[src/rtl/fetch_stage_pkg.sv]
// Shared constants and enums for the instruction-fetch stage.
package fetch_stage_pkg;
   localparam int          XLEN      = 32;
   localparam logic [31:0] RESET_PC  = 32'h0000_0000;
   localparam logic [31:0] NOP_INSTR = 32'h0000_0013;

   typedef enum logic [1:0] {FETCH, HOLD, KILL} fetch_state_e;
   typedef enum logic [1:0] {PC_KEEP, PC_SEQ, PC_BRANCH, PC_REDIR} pc_sel_e;
endpackage

[src/rtl/fetch_stage_pc_next_sel.sv]
// Next-PC mux: keep, sequential (+4), EX redirect, or the deferred redirect.
module pc_next_sel
   import fetch_stage_pkg::*;
(
   input  logic [XLEN-1:0] pc,
   input  logic [XLEN-1:0] branch_target,
   input  logic [XLEN-1:0] redir,
   input  pc_sel_e         sel,
   output logic [XLEN-1:0] pc_plus4,
   output logic [XLEN-1:0] pc_next
);
   assign pc_plus4 = pc + XLEN'(4);

   always_comb begin
      pc_next = pc;
      unique case (sel)
         PC_SEQ:    pc_next = pc_plus4;
         PC_BRANCH: pc_next = branch_target;
         PC_REDIR:  pc_next = redir;
         default:   pc_next = pc;
      endcase
   end
endmodule

[src/rtl/fetch_stage.sv]
// Instruction-fetch stage: PC register, single-outstanding imem request FSM, IF/ID register.
//  state | meaning
//  FETCH | request outstanding at pc_q; response consumed or buffered
//  HOLD  | response buffered in hold_q while decode is stalled, no request
//  KILL  | redirect arrived before response; wait it out, then jump to redir_q
module fetch_stage
   import fetch_stage_pkg::*;
(
   input  logic            clk,
   input  logic            reset,
   input  logic            stall,
   input  logic            branch_taken,
   input  logic [XLEN-1:0] branch_target,
   output logic            imem_req,
   output logic [XLEN-1:0] imem_addr,
   input  logic [31:0]     imem_rdata,
   input  logic            imem_valid,
   output logic [XLEN-1:0] if_id_pc,
   output logic [XLEN-1:0] if_id_pc_plus4,
   output logic [31:0]     if_id_instr,
   output logic            if_id_valid
);
   fetch_state_e    state_q, state_d;
   pc_sel_e         pc_sel;
   logic [XLEN-1:0] pc_q, pc_next, pc_plus4;
   logic [XLEN-1:0] redir_q, redir_d;
   logic [31:0]     hold_q, hold_d;
   logic [31:0]     ifid_instr_d;
   logic            ifid_load, ifid_bubble;

   pc_next_sel u_pc_next_sel (
      .pc            (pc_q),
      .branch_target (branch_target),
      .redir         (redir_q),
      .sel           (pc_sel),
      .pc_plus4      (pc_plus4),
      .pc_next       (pc_next)
   );

   assign imem_req  = !reset && (state_q != HOLD);
   assign imem_addr = pc_q;

   always_comb begin
      state_d      = state_q;
      pc_sel       = PC_KEEP;
      redir_d      = redir_q;
      hold_d       = hold_q;
      ifid_load    = 1'b0;
      ifid_bubble  = 1'b0;
      ifid_instr_d = imem_rdata;
      unique case (state_q)
         FETCH: begin
            if (branch_taken) begin
               ifid_bubble = 1'b1;
               if (imem_valid) begin
                  pc_sel = PC_BRANCH;
               end else begin
                  redir_d = branch_target;
                  state_d = KILL;
               end
            end else if (imem_valid) begin
               if (!stall) begin
                  ifid_load = 1'b1;
                  pc_sel    = PC_SEQ;
               end else begin
                  hold_d  = imem_rdata;
                  state_d = HOLD;
               end
            end else if (!stall) begin
               ifid_bubble = 1'b1;
            end
         end
         HOLD: begin
            ifid_instr_d = hold_q;
            if (branch_taken) begin
               ifid_bubble = 1'b1;
               hold_d      = '0;
               pc_sel      = PC_BRANCH;
               state_d     = FETCH;
            end else if (!stall) begin
               ifid_load = 1'b1;
               pc_sel    = PC_SEQ;
               state_d   = FETCH;
            end
         end
         KILL: begin
            // pc_q stays on the old address until the stale response drains
            if (branch_taken) begin
               ifid_bubble = 1'b1;
               redir_d     = branch_target;
            end else if (!stall) begin
               ifid_bubble = 1'b1;
            end
            if (imem_valid) begin
               if (branch_taken) pc_sel = PC_BRANCH;
               else              pc_sel = PC_REDIR;
               state_d = FETCH;
            end
         end
         default: state_d = FETCH;
      endcase
   end

   always_ff @(posedge clk) begin
      if (reset) begin
         state_q        <= FETCH;
         pc_q           <= RESET_PC;
         redir_q        <= '0;
         hold_q         <= '0;
         if_id_valid    <= 1'b0;
         if_id_instr    <= NOP_INSTR;
         if_id_pc       <= '0;
         if_id_pc_plus4 <= '0;
      end else begin
         state_q <= state_d;
         pc_q    <= pc_next;
         redir_q <= redir_d;
         hold_q  <= hold_d;
         if (ifid_load) begin
            if_id_valid    <= 1'b1;
            if_id_instr    <= ifid_instr_d;
            if_id_pc       <= pc_q;
            if_id_pc_plus4 <= pc_plus4;
         end else if (ifid_bubble) begin
            if_id_valid <= 1'b0;
            if_id_instr <= NOP_INSTR;
         end
      end
   end
endmodule

[config.mk]
export PLATFORM = sky130hd
export DESIGN_NAME = fetch_stage
export DESIGN_NICKNAME = d
export VERILOG_FILES = /design/src/rtl/fetch_stage_pkg.sv /design/src/rtl/fetch_stage_pc_next_sel.sv /design/src/rtl/fetch_stage.sv
export SDC_FILE = /design/constraint.sdc
export NUM_CORES = 1
export LEC_CHECK = 0
export ABC_AREA = 1
export CAP_MARGIN = 25
export CORE_UTILIZATION = 45
export CTS_BUF_LIST = sky130_fd_sc_hd__clkbuf_8
export DETAILED_ROUTE_END_ITERATION = 12
export HOLD_SLACK_MARGIN = 0.15
export PLACE_DENSITY = 0.76
export SLEW_MARGIN = 20
export SYNTH_ARGS = -nofsm -noshare
export SYNTH_HDL_FRONTEND = slang
export SYNTH_SLANG_ARGS = --single-unit
export TNS_END_PERCENT = 30
[constraint.sdc]
create_clock -name clk -period 1.4 [get_ports clk]
set_input_delay 0.42 -clock clk [delete_from_list [all_inputs] [get_ports clk]]
set_output_delay 0.42 -clock clk [all_outputs]
set_load 0.01 [all_outputs]
Yosys cells after proc, flatten, opt, wreduce, memory -nomap -nowiden
Cells that the tools add are included.
Operators by class
  eq/ne operators: 18
  muxes and demuxes: 41
  add/sub/neg operators: 1
  reductions and logical operators: 10
Operators with widths (count)
  two-way mux 32 bit: 10
  case mux 32 bit (2 select lines): 2
  case mux 32 bit (3 select lines): 1
  adder 32 x 3 -> 32 bit (second input constant): 1
  two-way mux 2 bit: 11
  inequality test 2 bit (second input constant): 8
  two-way mux 1 bit: 13
  inequality test 3 bit (second input constant): 4
  case mux 2 bit (3 select lines): 2
  AND reduction 5 bit: 2
  equality test 2 bit (second input constant): 3
  nonzero test 2 bit: 3
  equality test 2 x 1 -> 1 bit (second input constant): 2
  AND reduction 4 bit: 1
  case mux 1 bit (3 select lines): 1
  nonzero test 3 bit: 1
  zero test 2 bit: 1
  inequality test 2 x 1 -> 1 bit (second input constant): 1
  case mux 1 bit (2 select lines): 1
  logical AND 1 bit: 1
  zero test 1 bit: 1
Word-level totals
  word-level logic and storage cells: 78
  input port bits: 69
  output and inout port bits: 130
  register bits after elaboration: 195

Depth between registers and ports, before layout
  word-level depth: 6
  depth in mapped cells: 11
  gate-level depth less buffers: 11

Modules after synthesis
Synthesis repeated with hierarchy kept, for this count alone.
Second synthesis, totals
  cell total of the unflattened synthesis: 1295
  area, all modules: 8977.4 um2
Modules (own cells, without submodules)
  fetch_stage: area each 7144.4 um2, cells an instance 945, times used 1, seq. area each 3903.7 um2
  pc_next_sel: area each 1833.0 um2, cells an instance 350, times used 1, seq. area each 0.0 um2

Worst setup path before layout
OpenSTA, ideal clock, no wires.
  path type: reg2reg
  start: register pc_q[2] (netlist: imem_addr[2])
  end: register if_id_pc_plus4[28]
  buffers on the path: 0
  setup slack: -0.201 ns
  arrival time: 1.487 ns
  library setup time: 0.114 ns
  stages on the path, launching flop included: 11
  data required time: 1.286 ns
  cells stage by stage: dfxtp_1 ha_1 nand2_1 nor2_1 nand2_2 nor2_1 nand2_1 nand2_1 nand2_1 o21bai_1 inv_1
Between the ends
  word-level cells in the longest chain between the ends: 1
Ends and longest elaborated chain
  start: declaration: RTL line fetch_stage.sv:25  | logic [XLEN-1:0] pc_q, pc_next, pc_plus4;
  start signal: assignment: RTL line fetch_stage.sv:116  | pc_q <= pc_next;
  adder 32 x 3 -> 32 bit: RTL line fetch_stage_pc_next_sel.sv:12  | assign pc_plus4 = pc + XLEN'(4);
  end signal: assignment: RTL line fetch_stage.sv:123  | if_id_pc_plus4 <= pc_plus4;
  end: declaration: RTL line fetch_stage.sv:19  | output logic [XLEN-1:0] if_id_pc_plus4,
No other way between the ends.
A chain may end at the register's enable or synchronous reset.

Worst setup path after layout
  start: register pc_q[16] (netlist: imem_addr[16])
  end: register if_id_pc_plus4[28]
Same word-level chain as after synthesis.

==> flow_summary.yaml <==
critical_path:
  worst_setup_path_start_kind: "flip-flop"
  cp-end-kind: "flip-flop"
  arrival_ns: 2.15
  cp_max_fo: 4
  crit_type: "flip-flop to flip-flop"
  cp.required_ns: 1.77
routing:
  vias: 10500
  wl_um: 36500
  avgViaCountPerCell: 5.65
  first_iter_violations: 1126
  ant_nets: 0
  drc: 0
  dr.pass1.iters: 6
  wl_per_cell_um: 19.6
placement:
  placed_area_sq_um: 11700
  place.port_buffers: 198
  dp_cells: 1746
  place.detailed.hpwl_um: 19200
  gp_congestion: 0.924
die:
  die_w_um: 141
  fp.dieH_um: 141
  placement_rows: 50
  initial_utilization_pct: 46.1
  num_io_pins: 199
  core_area_sq_um: 18800
  die_area_sq_um: 19900
power:
  comb_power_share_pct: 26.1
  p_seq_share_pct: 46.1
  finalPower_mw: 13.3
  power.leakage_nw: 6.27
  p_int_mw: 8.85
  ir_worst_vdd_mv: 0.730
  cellPowerDensity_nw_per_um2: 959
  pwr-share-clk_pct: 27.9
  p_sw_share_pct: 33.4
  p_sw_mw: 4.44
synthesis:
  synth.area.top_cells: "dfxtp_1, nand2_1, a21oi_1"
  avgSynthCellArea_sq_um: 6.98
  synthArstFlopShare_pct: 0
  synth_fp_nets: 1315
  synth_top_area_cell: "dfxtp_1"
  synth_top_flop_cell: "dfxtp_1"
  synth_top_area_share_pct: 44.5
  synth.most_common_cell: "nand2_1"
  ys_top_cells_by_count: "nand2_1, dfxtp_1, a21oi_1"
  ys.warnings.count: 0
  synth.distinct_cells: 34
  syn_area_sq_um: 8690
  seq_area_frac_synth_pct: 44.5
  synth_edf_count: 0
  ys_ff_latch: 193
  synth_cells: 1245
cells_and_area:
  layout-drive-gt1-share_pct: 43.0
  synthToLayoutAreaGrowth_pct: 59.6
  multiInputGateArea_sq_um: 4820
  seq_area_sq_um: 4060
  fin_area_sq_um: 13900
  fin_nets: 1656
  fin_util_pct: 73.6
  layout.cells.non_filler: 1860
  num-fill-cells: 1270
grt:
  first_global_vias: 8646
  grt_max_degree: 50
  grt_pass1_wl_um: 43700
  antenna_found_initial: 1
  overflow: 0
  grt_use_total_pct: 28.2
sta:
  rsz0062_at_grt: "true"
  skew_ns: 0.0133
  setup_violations: 211
  worstMarginPinSlew_ns: 0.610
  setup_ws_ns: -0.377
  max_freq_ghz: 0.563
  slew_headroom_pct: 59.3
  period_share_pct: 127
  finalCriticalPeriod_ns: 1.78
  hold_violations: 0
  drv_slew: 0
run:
  cap_violations: 0
run_status:
  violations: "setup timing"
  status: "finished, violations left"
clocking:
  htree_levels: 4
  cts_buffers: 17
  cts_tree: "built"
  clkTransAtPathRegs_ns: 0.11
  clk_latency_ns: 0.48
  cts_root_buffer: "clkbuf_8"
  cts_buffer_depth: 2
  cts.sinks: 193
worst_hold_path:
  hp-class: "flip-flop to flip-flop"
## sequential cells by signal, summed over array words and instances (netlist names)
| signal | cells |
|---|---|
| if_id_pc | 32 |
| if_id_instr | 32 |
| redir_q | 32 |
| state_q | 2 |
| imem_addr | 32 |
| if_id_pc_plus4 | 30 |
| hold_q | 32 |
| if_id_valid | 1 |
## critical path, cell delays in order, from the launching register on
cell and delay (ns):
dfxtp_4 0.40, buf_4 0.15, nand2_1 0.11, nor2_1 0.28, nand2_2 0.16, nor2_4 0.17, nand2_2 0.07, nand2_2 0.09
nand2_2 0.07, o21bai_1 0.14, inv_1 0.05
## through the flow
| step | setup slack, ns | TNS, ns | hold WS (ns) |
|---|---|---|---|
| 2_1_floorplan | -0.0149 | -0.0295 | 0.425 |
| 3_5_place_dp | -0.646 | -106.18 | 0.442 |
| 5_1_grt | -0.425 | -40.32 | 0.476 |
| 3_3_place_gp | -0.619 | -101.15 | 0.434 |
| 6_report | -0.377 | -30.59 | 0.456 |
| 4_1_cts | -0.208 | -12.97 | 0.457 |
## logic make-up (layout without fill, tap and decap cells)
logic type                 Yosys count  count (layout)  share of synthesized area [%]
AOI/OAI and AO/OA                  348             348                           21.3
DFF                                193             193                           44.5
xor gates and xnor gates             9               9                          0.907
other                                0               1                              0
and+or+nand+nor                    510             510                           23.6
adders and majority gates            1               1                          0.144
buffers and inverters              184             538                           9.48
## final timing paths
kind | slack [ns] | depth (start not counted) | from | to
min reg2reg | 0.46 | 2 | hold_q[8]$_SDFFE_PP0P_ | hold_q[8]$_SDFFE_PP0P_
max reg2reg | -0.38 | 10 | imem_addr[16]$_SDFFE_PP0P_ | if_id_pc_plus4[28]$_SDFFE_PP0P_
min | 0.46 | 2 | hold_q[8]$_SDFFE_PP0P_ | hold_q[8]$_SDFFE_PP0P_
max | -0.38 | 10 | imem_addr[16]$_SDFFE_PP0P_ | if_id_pc_plus4[28]$_SDFFE_PP0P_
## power by group through the flow
| stage | Combinational [mW] | Sequential (mW) | Clock, mW |
|---|---|---|---|
| floorplan | 1.08 | 6.27 | 0 |
| global placement | 2.44 | 6.21 | 0 |
| detailed placement | 2.48 | 6.22 | 0 |
| CTS | 2.72 | 6.09 | 3.69 |
| global route | 3.61 | 6.15 | 3.94 |
| finish | 3.46 | 6.12 | 3.71 |
## final cells by class
cell class / instances / area share [%]
clock inverters: 15 / 1.15
flip-flops and latches: 193 / 29.3
diodes: 1 / 0.0180
repair inverters: 1 / 0.117
repair buffers: 401 / 27.7
inverters: 104 / 3.00
clock buffers: 17 / 1.69
well taps: 260 / 2.35
multi-input cells: 868 / 34.8
## metal layers
layer | wire length (um) | vias up | share of wire, % | global-route usage [%]
li1 | - | 4687 | - | -
met1 | 13300 | 4856 | 36 | 36.1
met2 | 17000 | 745 | 47 | 46.1
met3 | 3920 | 214 | 11 | 5.91
met4 | 2210 | 2 | 6.1 | 11.6
met5 | 12 | - | 0.033 | 0
## repair_timing
| action | in CTS | in global routing |
|---|---|---|
| resized for setup | 758 | 273 |
| setup buffers | 37 | 26 |
| gates cloned | 1 | 19 |
| pin swaps | 6 | 96 |
| setup endpoints to repair | 317 | 283 |
| hold buffers | 0 | 0 |
## layout by cell type (no fill, tap or decap), types with 5 or more instances in the layout
master / count
a21oi_1: 120
a21oi_2: 38
buf_12: 19
buf_2: 86
buf_4: 125
buf_6: 83
buf_8: 5
clkbuf_16: 13
clkbuf_8: 17
clkdlybuf4s50_1: 66
clkinv_8: 5
dfxtp_1: 80
dfxtp_2: 92
dfxtp_4: 21
inv_1: 95
inv_6: 7
nand2_1: 270
nand2_2: 50
nand2_4: 24
nand3_1: 25
nand3_2: 5
nor2_1: 74
nor2_2: 16
nor2_4: 22
o211ai_1: 5
o21ai_0: 80
o21ai_1: 62
o21ai_2: 16
o21bai_1: 15
or2_2: 10
Note: power is estimated with default switching activity, not from simulation.
